--- src/rtl/alu_pkg.sv ---
// Shared definitions for the ALU control sequencer: opcodes, formats, FSM states,
// PC source encodings and the decoded-instruction record.
package alu_pkg;

  typedef logic [3:0] alu_op_t;

  localparam alu_op_t OP_MOV     = 4'b0000;
  localparam alu_op_t OP_NOT     = 4'b0001;
  localparam alu_op_t OP_ADD     = 4'b0010;
  localparam alu_op_t OP_SUB     = 4'b0011;
  localparam alu_op_t OP_OR      = 4'b0100;
  localparam alu_op_t OP_AND     = 4'b0101;
  localparam alu_op_t OP_SLT     = 4'b0111;
  localparam alu_op_t OP_LI      = 4'b1001;
  localparam alu_op_t OP_LW_ADDR = 4'b1010;
  localparam alu_op_t OP_SW_ADDR = 4'b1010;

  typedef enum logic [1:0] {
    FMT_R   = 2'b00,
    FMT_I   = 2'b01,
    FMT_MEM = 2'b10,
    FMT_CTL = 2'b11
  } fmt_e;

  localparam logic [3:0] FN_LW   = 4'b1010;
  localparam logic [3:0] FN_SW   = 4'b1011;
  localparam logic [3:0] FN_BEQ  = 4'b0000;
  localparam logic [3:0] FN_BNE  = 4'b0001;
  localparam logic [3:0] FN_JUMP = 4'b0010;
  localparam logic [3:0] FN_HALT = 4'b1111;

  typedef enum logic [2:0] {
    S_IDLE, S_FETCH, S_DECODE, S_EXEC, S_MEM, S_WB, S_HALT, S_TRAP
  } state_e;

  typedef enum logic [1:0] {
    PC_INC    = 2'b00,
    PC_BRANCH = 2'b01,
    PC_JUMP   = 2'b10
  } pc_src_e;

  typedef enum logic [2:0] {
    CLS_ALU, CLS_MEM, CLS_BEQ, CLS_BNE, CLS_JUMP, CLS_NONE
  } iclass_e;

  typedef struct packed {
    alu_op_t alu_ctrl;
    logic    alu_src_b;
    iclass_e iclass;
    logic    is_lw;
    logic    is_sw;
    logic    illegal;
    logic    is_halt;
  } dec_t;

  // R-type accepts the base ALU set; I-type additionally accepts li.
  function automatic logic is_alu_fn(input logic [3:0] fn, input logic allow_li);
    logic ok;
    ok = 1'b0;
    case (fn)
      OP_MOV, OP_NOT, OP_ADD, OP_SUB, OP_OR, OP_AND, OP_SLT: ok = 1'b1;
      OP_LI:   ok = allow_li;
      default: ok = 1'b0;
    endcase
    return ok;
  endfunction

endpackage

--- src/rtl/alu_seq_decode.sv ---
// Combinational instruction decoder: maps fmt/fn onto the ALU opcode, operand-B
// select, instruction class and the illegal/halt flags.
module alu_seq_decode
  import alu_pkg::*;
(
  input  logic [31:0] instr,
  output dec_t        dec
);

  fmt_e       fmt;
  logic [3:0] fn;
  logic       fn_lw;
  logic       fn_sw;
  logic       unused_fields;

  assign fmt           = fmt_e'(instr[31:30]);
  assign fn            = instr[29:26];
  assign fn_lw         = (fn == FN_LW);
  assign fn_sw         = (fn == FN_SW);
  // Register fields are consumed by the datapath, not by the sequencer.
  assign unused_fields = ^instr[25:0];

  // NOTE: every output gets a default before the case so no path can infer a latch.
  always_comb begin
    dec          = '0;
    dec.alu_ctrl = OP_MOV;
    dec.iclass   = CLS_NONE;
    unique case (fmt)
      FMT_R: begin
        dec.iclass   = CLS_ALU;
        dec.alu_ctrl = fn;
        dec.illegal  = !is_alu_fn(fn, 1'b0);
      end
      FMT_I: begin
        dec.iclass    = CLS_ALU;
        dec.alu_ctrl  = fn;
        dec.alu_src_b = 1'b1;
        dec.illegal   = !is_alu_fn(fn, 1'b1);
      end
      FMT_MEM: begin
        dec.iclass    = CLS_MEM;
        dec.alu_src_b = 1'b1;
        dec.is_lw     = fn_lw;
        dec.is_sw     = fn_sw;
        dec.alu_ctrl  = fn_lw ? OP_LW_ADDR : OP_SW_ADDR;
        dec.illegal   = !(fn_lw || fn_sw);
      end
      FMT_CTL: begin
        case (fn)
          FN_BEQ: begin
            dec.iclass   = CLS_BEQ;
            dec.alu_ctrl = OP_SUB;
          end
          FN_BNE: begin
            dec.iclass   = CLS_BNE;
            dec.alu_ctrl = OP_SUB;
          end
          FN_JUMP: dec.iclass  = CLS_JUMP;
          FN_HALT: dec.is_halt = 1'b1;
          default: dec.illegal = 1'b1;
        endcase
      end
    endcase
  end

endmodule

--- config.mk ---
export PLATFORM = sky130hd
export DESIGN_NAME = alu_seq_decode
export DESIGN_NICKNAME = d
export VERILOG_FILES = /design/src/rtl/alu_pkg.sv /design/src/rtl/alu_seq_decode.sv
export SDC_FILE = /design/constraint.sdc
export NUM_CORES = 1
export LEC_CHECK = 0
export BUFFER_PORTS_ARGS = -buffer_cell sky130_fd_sc_hd__buf_2
export CAP_MARGIN = 40
export CORE_AREA = 3 3 40 42
export DETAILED_ROUTE_END_ITERATION = 12
export DIE_AREA = 0 0 43 45
export PLACE_DENSITY = 0.68
export SETUP_SLACK_MARGIN = 0.1
export SYNTH_ARGS = -nofsm -noshare
export SYNTH_HDL_FRONTEND = slang
export SYNTH_SLANG_ARGS = --single-unit
--- constraint.sdc ---
create_clock -name vclk -period 3.5
set_clock_uncertainty 0.2 [all_clocks]
set_input_delay 0.875 -clock vclk [all_inputs]
set_output_delay 0.875 -clock vclk [all_outputs]
set_load 0.01 [all_outputs]
==> results of run 1 <==
[metal layers]
| metal | part of all wire, % | global-route usage [%] | vias up | wire [um] |
|---|---|---|---|---|
| met1 | 47 | 10.7 | 149 | 321 |
| met3 | 10 | 0.398 | 0 | 69 |
| met5 | 0 | 0 | - | 0 |
| met4 | 0 | 0 | 0 | 0 |
| li1 | - | - | 171 | - |
| met2 | 43 | 12.3 | 12 | 289 |
[cell families (layout without fill, tap and decap cells)]
logic type | after synthesis | count (layout)
buf+inv | 6 | 21
compound gates | 12 | 12
fa+ha+maj | 4 | 4
simple gates | 17 | 17
[cells in the mapped netlist, drive strengths merged]
library cell	n
nor3b	1
nor4bb	1
nor3	2
inv	3
a21oi	3
nor2	4
nand3	1
buf	3
a311oi	1
o21ai	1
o211ai	2
o21bai	1
or4	1
a21o	2
nand2b	1
ha	4
nand3b	1
o41ai	1
a211o	1
nand2	3
and2	2
[tightest hold or removal path, stage by stage]
cell	delay [ns]
buf_2	0.15
nor3b_1	0.07
buf_2	0.13
[worst paths after layout]
path	start	end	slack [ns]
worst max-delay path	instr[31]	dec[1]	0.24
worst min-delay path	instr[26]	dec[3]	1.90
[cell usage in the layout (no fill, tap or decap), drive strengths merged]
master,n
a211o,1
a21o,2
a21oi,3
a311oi,1
and2,2
buf,18
ha,4
inv,3
nand2,3
nand2b,1
nand3,1
nand3b,1
nor2,4
nor3,2
nor3b,1
nor4bb,1
o211ai,2
o21ai,1
o21bai,1
o41ai,1
or4,1
[per-stage QoR]
stage	utilization, %	power (mW)
after floorplan	-	0.0282
after global placement	27.4	0.0405
after detailed placement	27.4	0.0408
after CTS	27.4	0.0410
after global routing	27.4	0.0459
final	27.4	0.0404
[layout make-up]
type                       count  area [um2]
inverter                       3        11.3
multi-input combinational     33         231
timing repair buffer          18        90.1
tap                           15        18.8
fill                         155         933
[power breakdown]
group	internal [mW]	switching [mW]
combinational	0.0175	0.0229
clock	0	0
sequential	0	0
total	0.0175	0.0229
==> results_dict.tcl, run 1 <==
set metrics [dict create \
    cap_violations 0 \
    grt_pass1_vias 290 \
    gp_congestion 0.711 \
    synth_top_area_cell "ha_1" \
    cts.repair.resized 0 \
    worstSetupPathDepth 7 \
    synth_top_cell_area_share_pct 18.5 \
    min_period_ns 3.26 \
    cp-start-kind "input pin" \
    max-slew-margin-rel_pct 82.5 \
    crit_type "in2out" \
    finalCritPeriodShare_pct 93.0 \
    path_cells "buf_2 > inv_1 > ha_1 > o211ai_1 > a21oi_1 > or4_1 > buf_2" \
    dr.pass1.iters 2 \
    cp_slowest_cell "or4_1" \
    dp_hpwl_um 569 \
    fin_cells 69 \
    initial_core_util_pct 21.0 \
    grt_max_degree 12 \
    place_area_um2 352 \
    syn-cell-area_um2 270 \
    cpPeakStageDelay_ns 0.50 \
    hold_slack_ns 1.90 \
    antenna_found_initial 0 \
    tightest_slew_ns 0.259 \
    dieArea_um2 1940 \
    outcome "completed" \
    ios 44 \
    post_cts_buffers 0 \
    ys_warn_count 0 \
    vias 332 \
    grt_usage_pct 7.21 \
    die_w_um 43 \
    pre_cts_slack_ns 0.240 \
    synthMuxAreaShare_pct 0 \
    setup_ws_ns 0.245 \
    drv_slew 0 \
    grt-ovfl-total 0 \
    power_leakage_nw 0.192 \
    rsz0062_at_grt "no" \
    dp.cells 69 \
    diodes 0 \
    ir_drop_v 0.0000314 \
    cp.arrival_ns 2.18 \
    yosys.cell_types.count 23 \
    yosysSeqAreaShare_pct 0 \
    wl_per_cell_um 9.84 \
    dieHeight_um 45 \
    design.seq.count 0 \
    min_path_type "in2out" \
    cts_hold_buf 0 \
    synth_simple_gate_area_share_pct 34.3 \
    synth_compound_area_share_pct 32.9 \
    worstPathMaxFanout 4 \
    cp.buffers_inverters 3 \
    clkbuf_count 0 \
    route.antenna.remaining_nets 0 \
    whs_path_depth 3 \
    grt_pass1_wl_um 1170 \
    power_density_nw_per_um2 115 \
    routed_wl_um 679 \
    required_ns 2.42 \
    synth_top_family_by_area "simple AND/OR/NAND/NOR gates" \
    setup_tns_ns 0 \
    coreArea_um2 1280 \
    syn_area_per_cell_um2 6.93 \
    rows 13 \
    cp_top_family "simple AND/OR/NAND/NOR gates" \
    drc 0 \
    numPortBuffers 18 \
    drt_iter0_markers 6 \
    path_common_cell "buf_2" \
    fmax_mhz 307 \
    syn_inst 39 \
    fin_nets 92 \
    synthesis.nets 75 \
    areaGrowthSynthToFinish_pct 30.1 \
    synthAdderAreaFrac_pct 18.5 \
    drive_gt1_share_pct 35.2 \
    avgViaCountPerCell 4.81 \
    synth_xor_xnor_area_share_pct 0 \
    finalHoldViolations 0 \
    synth_area_leaders "ha_1 (19%), buf_6 (8.3%), a21oi_1 (5.6%)" \
    seq_area_um2 0 \
    endpoint_kind "primary output" \
    finalSetupViolations 0 \
    stdcell_area_um2 352 \
]
Power figures use the tool's default switching activity.
==> inputs of run 2 (changes only) <==
--- a/config.mk
+++ b/config.mk
@@ -5,12 +5,13 @@
 export SDC_FILE = /design/constraint.sdc
 export NUM_CORES = 1
 export LEC_CHECK = 0
+export ABC_AREA = 1
 export BUFFER_PORTS_ARGS = -buffer_cell sky130_fd_sc_hd__buf_2
 export CAP_MARGIN = 40
 export CORE_AREA = 3 3 40 42
 export DETAILED_ROUTE_END_ITERATION = 12
 export DIE_AREA = 0 0 43 45
-export PLACE_DENSITY = 0.68
+export PLACE_DENSITY = 0.65
 export SETUP_SLACK_MARGIN = 0.1
 export SYNTH_ARGS = -nofsm -noshare
 export SYNTH_HDL_FRONTEND = slang
==> constraint.sdc (replaced) <==
create_clock -name vclk -period 3.5
set_clock_uncertainty 0.2 [all_clocks]
set_input_delay 0.875 -clock vclk [all_inputs]
set_output_delay 0.875 -clock vclk [all_outputs]
set_load 0.1 [all_outputs]
==> run 2 against run 1 <==
Against the previous run: design area increased by 10%; global-route usage is the same; hold slack better by 0.19 ns; clock-buffer cell count is the same.
==> results_dict.tcl, run 2 <==
set metrics [dict create \
    ys_warn_count 0 \
    initial_core_util_pct 18.0 \
    gp_congestion 0.839 \
    fin_nets 101 \
    grt_pass1_vias 279 \
    wl_per_cell_um 8.71 \
    finalHoldViolations 0 \
    cts_hold_buf 0 \
    synth_area_leaders "ha_1 (22%), inv_1 (19%), nand2_1 (13%)" \
    min_from "instr[29]" \
    crit_start "instr[30]" \
    fillers 152 \
    areaGrowthSynthToFinish_pct 67.6 \
    yosysMostFrequentCell "inv_1" \
    diodes 0 \
    multi_input_area_um2 230 \
    power_mw 0.101 \
    finalSetupViolations 0 \
    cts.repair.resized 0 \
    synth_top_area_cell "ha_1" \
    ios 44 \
    min_period_ns 3.16 \
    outcome "completed" \
    cp-start-kind "input pin" \
    numPortBuffers 18 \
    syn-cell-area_um2 231 \
    cap_violations 0 \
    syn_area_per_cell_um2 5.14 \
    crit_type "in2out" \
    power_leakage_nw 0.243 \
    coreArea_um2 1280 \
    grt_usage_pct 7.21 \
    p_comb_share_pct 100.0 \
    synthesis.nets 81 \
    drv_slew 0 \
    clock_power_share_pct 0 \
    design.seq.count 0 \
    avgViaCountPerCell 4.23 \
    final_core_util_pct 30.2 \
    finalCritPeriodShare_pct 90.4 \
    syn_inst 45 \
    fin_cells 78 \
    worstPathMaxFanout 3 \
    antenna_found_initial 0 \
    internal-power_mw 0.0165 \
    synth_top_cell_area_share_pct 21.6 \
    power_density_nw_per_um2 261 \
    endpoint_kind "primary output" \
    dp_hpwl_um 615 \
    dp.cells 78 \
    grt_max_degree 7 \
    swShare_pct 83.8 \
    min_path_type "in2out" \
    route.antenna.remaining_nets 0 \
    tightest_slew_ns 0.491 \
    cp.arrival_ns 2.09 \
    required_ns 2.42 \
    dr.pass1.iters 4 \
    ir_drop_v 0.0000787 \
    die_w_um 43 \
    dieHeight_um 45 \
    most-common-layout-cells "buf_2 (18), inv_1 (12), nand2_1 (8), nand3_1 (5)" \
    p_sw_mw 0.0849 \
    pwr-share-seq_pct 0 \
    synthTopCellsByCount "inv_1 (12), nand2_1 (8), nand3_1 (5)" \
    drive_gt1_share_pct 41.3 \
    routed_wl_um 679 \
    post_cts_buffers 0 \
    crit_path_end "dec[8]" \
    yosys.cell_types.count 12 \
    rsz0062_at_grt "no" \
    final_common_cell "buf_2" \
    rows 13 \
    drc 0 \
    yosysSeqAreaShare_pct 0 \
    dieArea_um2 1940 \
    grt-ovfl-total 0 \
    max-slew-margin-rel_pct 67.5 \
    drt_iter0_markers 6 \
    vias 330 \
    seq_area_um2 0 \
    fmax_mhz 316 \
    grt_pass1_wl_um 1150 \
    clkbuf_count 0 \
]
run 2: changes by cell type after synthesis, moves of 2 or more:
cell	before	now
o21ai_0	1	3
and2_1	2	0
nand2_1	3	8
buf_6	2	0
a21o_1	2	0
nand3_1	1	5
inv_1	3	12
run 2: per-stage QoR:
step	TNS, ns	worst slack [ns]	hold slack (ns)	instance area [um2]
after global placement	0	0.337	2.10	388
after floorplan	-0.514	-0.268	1.82	279
after CTS	0	0.330	2.09	388
final	0	0.337	2.09	388
after global routing	0	0.252	2.14	388
after detailed placement	0	0.331	2.09	388
run 2: logic make-up (layout without fill, tap and decap cells):
family,after synthesis,count (layout),share of synthesized area (%)
and+or+nand+nor,20,20,37.3
AOI/OAI and AO/OA,8,8,20.0
buffers and inverters,13,31,21.1
adders and majority gates,4,4,21.6
run 2: worst min path at each step:
stage                     depth (start not counted)       to  slack, ns
after detailed placement                          4  dec[11]       2.09
after global routing                              4  dec[11]       2.14
after floorplan                                   2   dec[2]       1.82
after global placement                            4  dec[11]       2.10
final                                             4  dec[11]       2.09
after CTS                                         4  dec[11]       2.09
run 2: final cells by class:
class | count | area share [%]
multi-input combinational | 32 | 59.4
timing repair buffer | 18 | 23.2
inverter | 13 | 12.6
tap | 15 | 4.84
run 2: layer usage:
metal,GRT usage (%),vias to the layer above,part of all wire [%]
met5,0,-,0
met4,0,0,0
met3,1.20,0,8.0
met2,13.2,11,50
met1,9.52,140,42
li1,-,179,-
run 2: worst max-delay path: stages:
cell and delay (ns):
buf_2 0.13, inv_1 0.06, ha_1 0.23, nor2_1 0.18, inv_1 0.08, o21ai_1 0.11, buf_2 0.43
run 2: power groups by stage:
stage / clock [mW] / sequential (mW) / combinational, mW
floorplan: 0 / 0 / 0.0851
global placement: 0 / 0 / 0.101
detailed placement: 0 / 0 / 0.102
CTS: 0 / 0 / 0.102
global route: 0 / 0 / 0.107
finish: 0 / 0 / 0.101
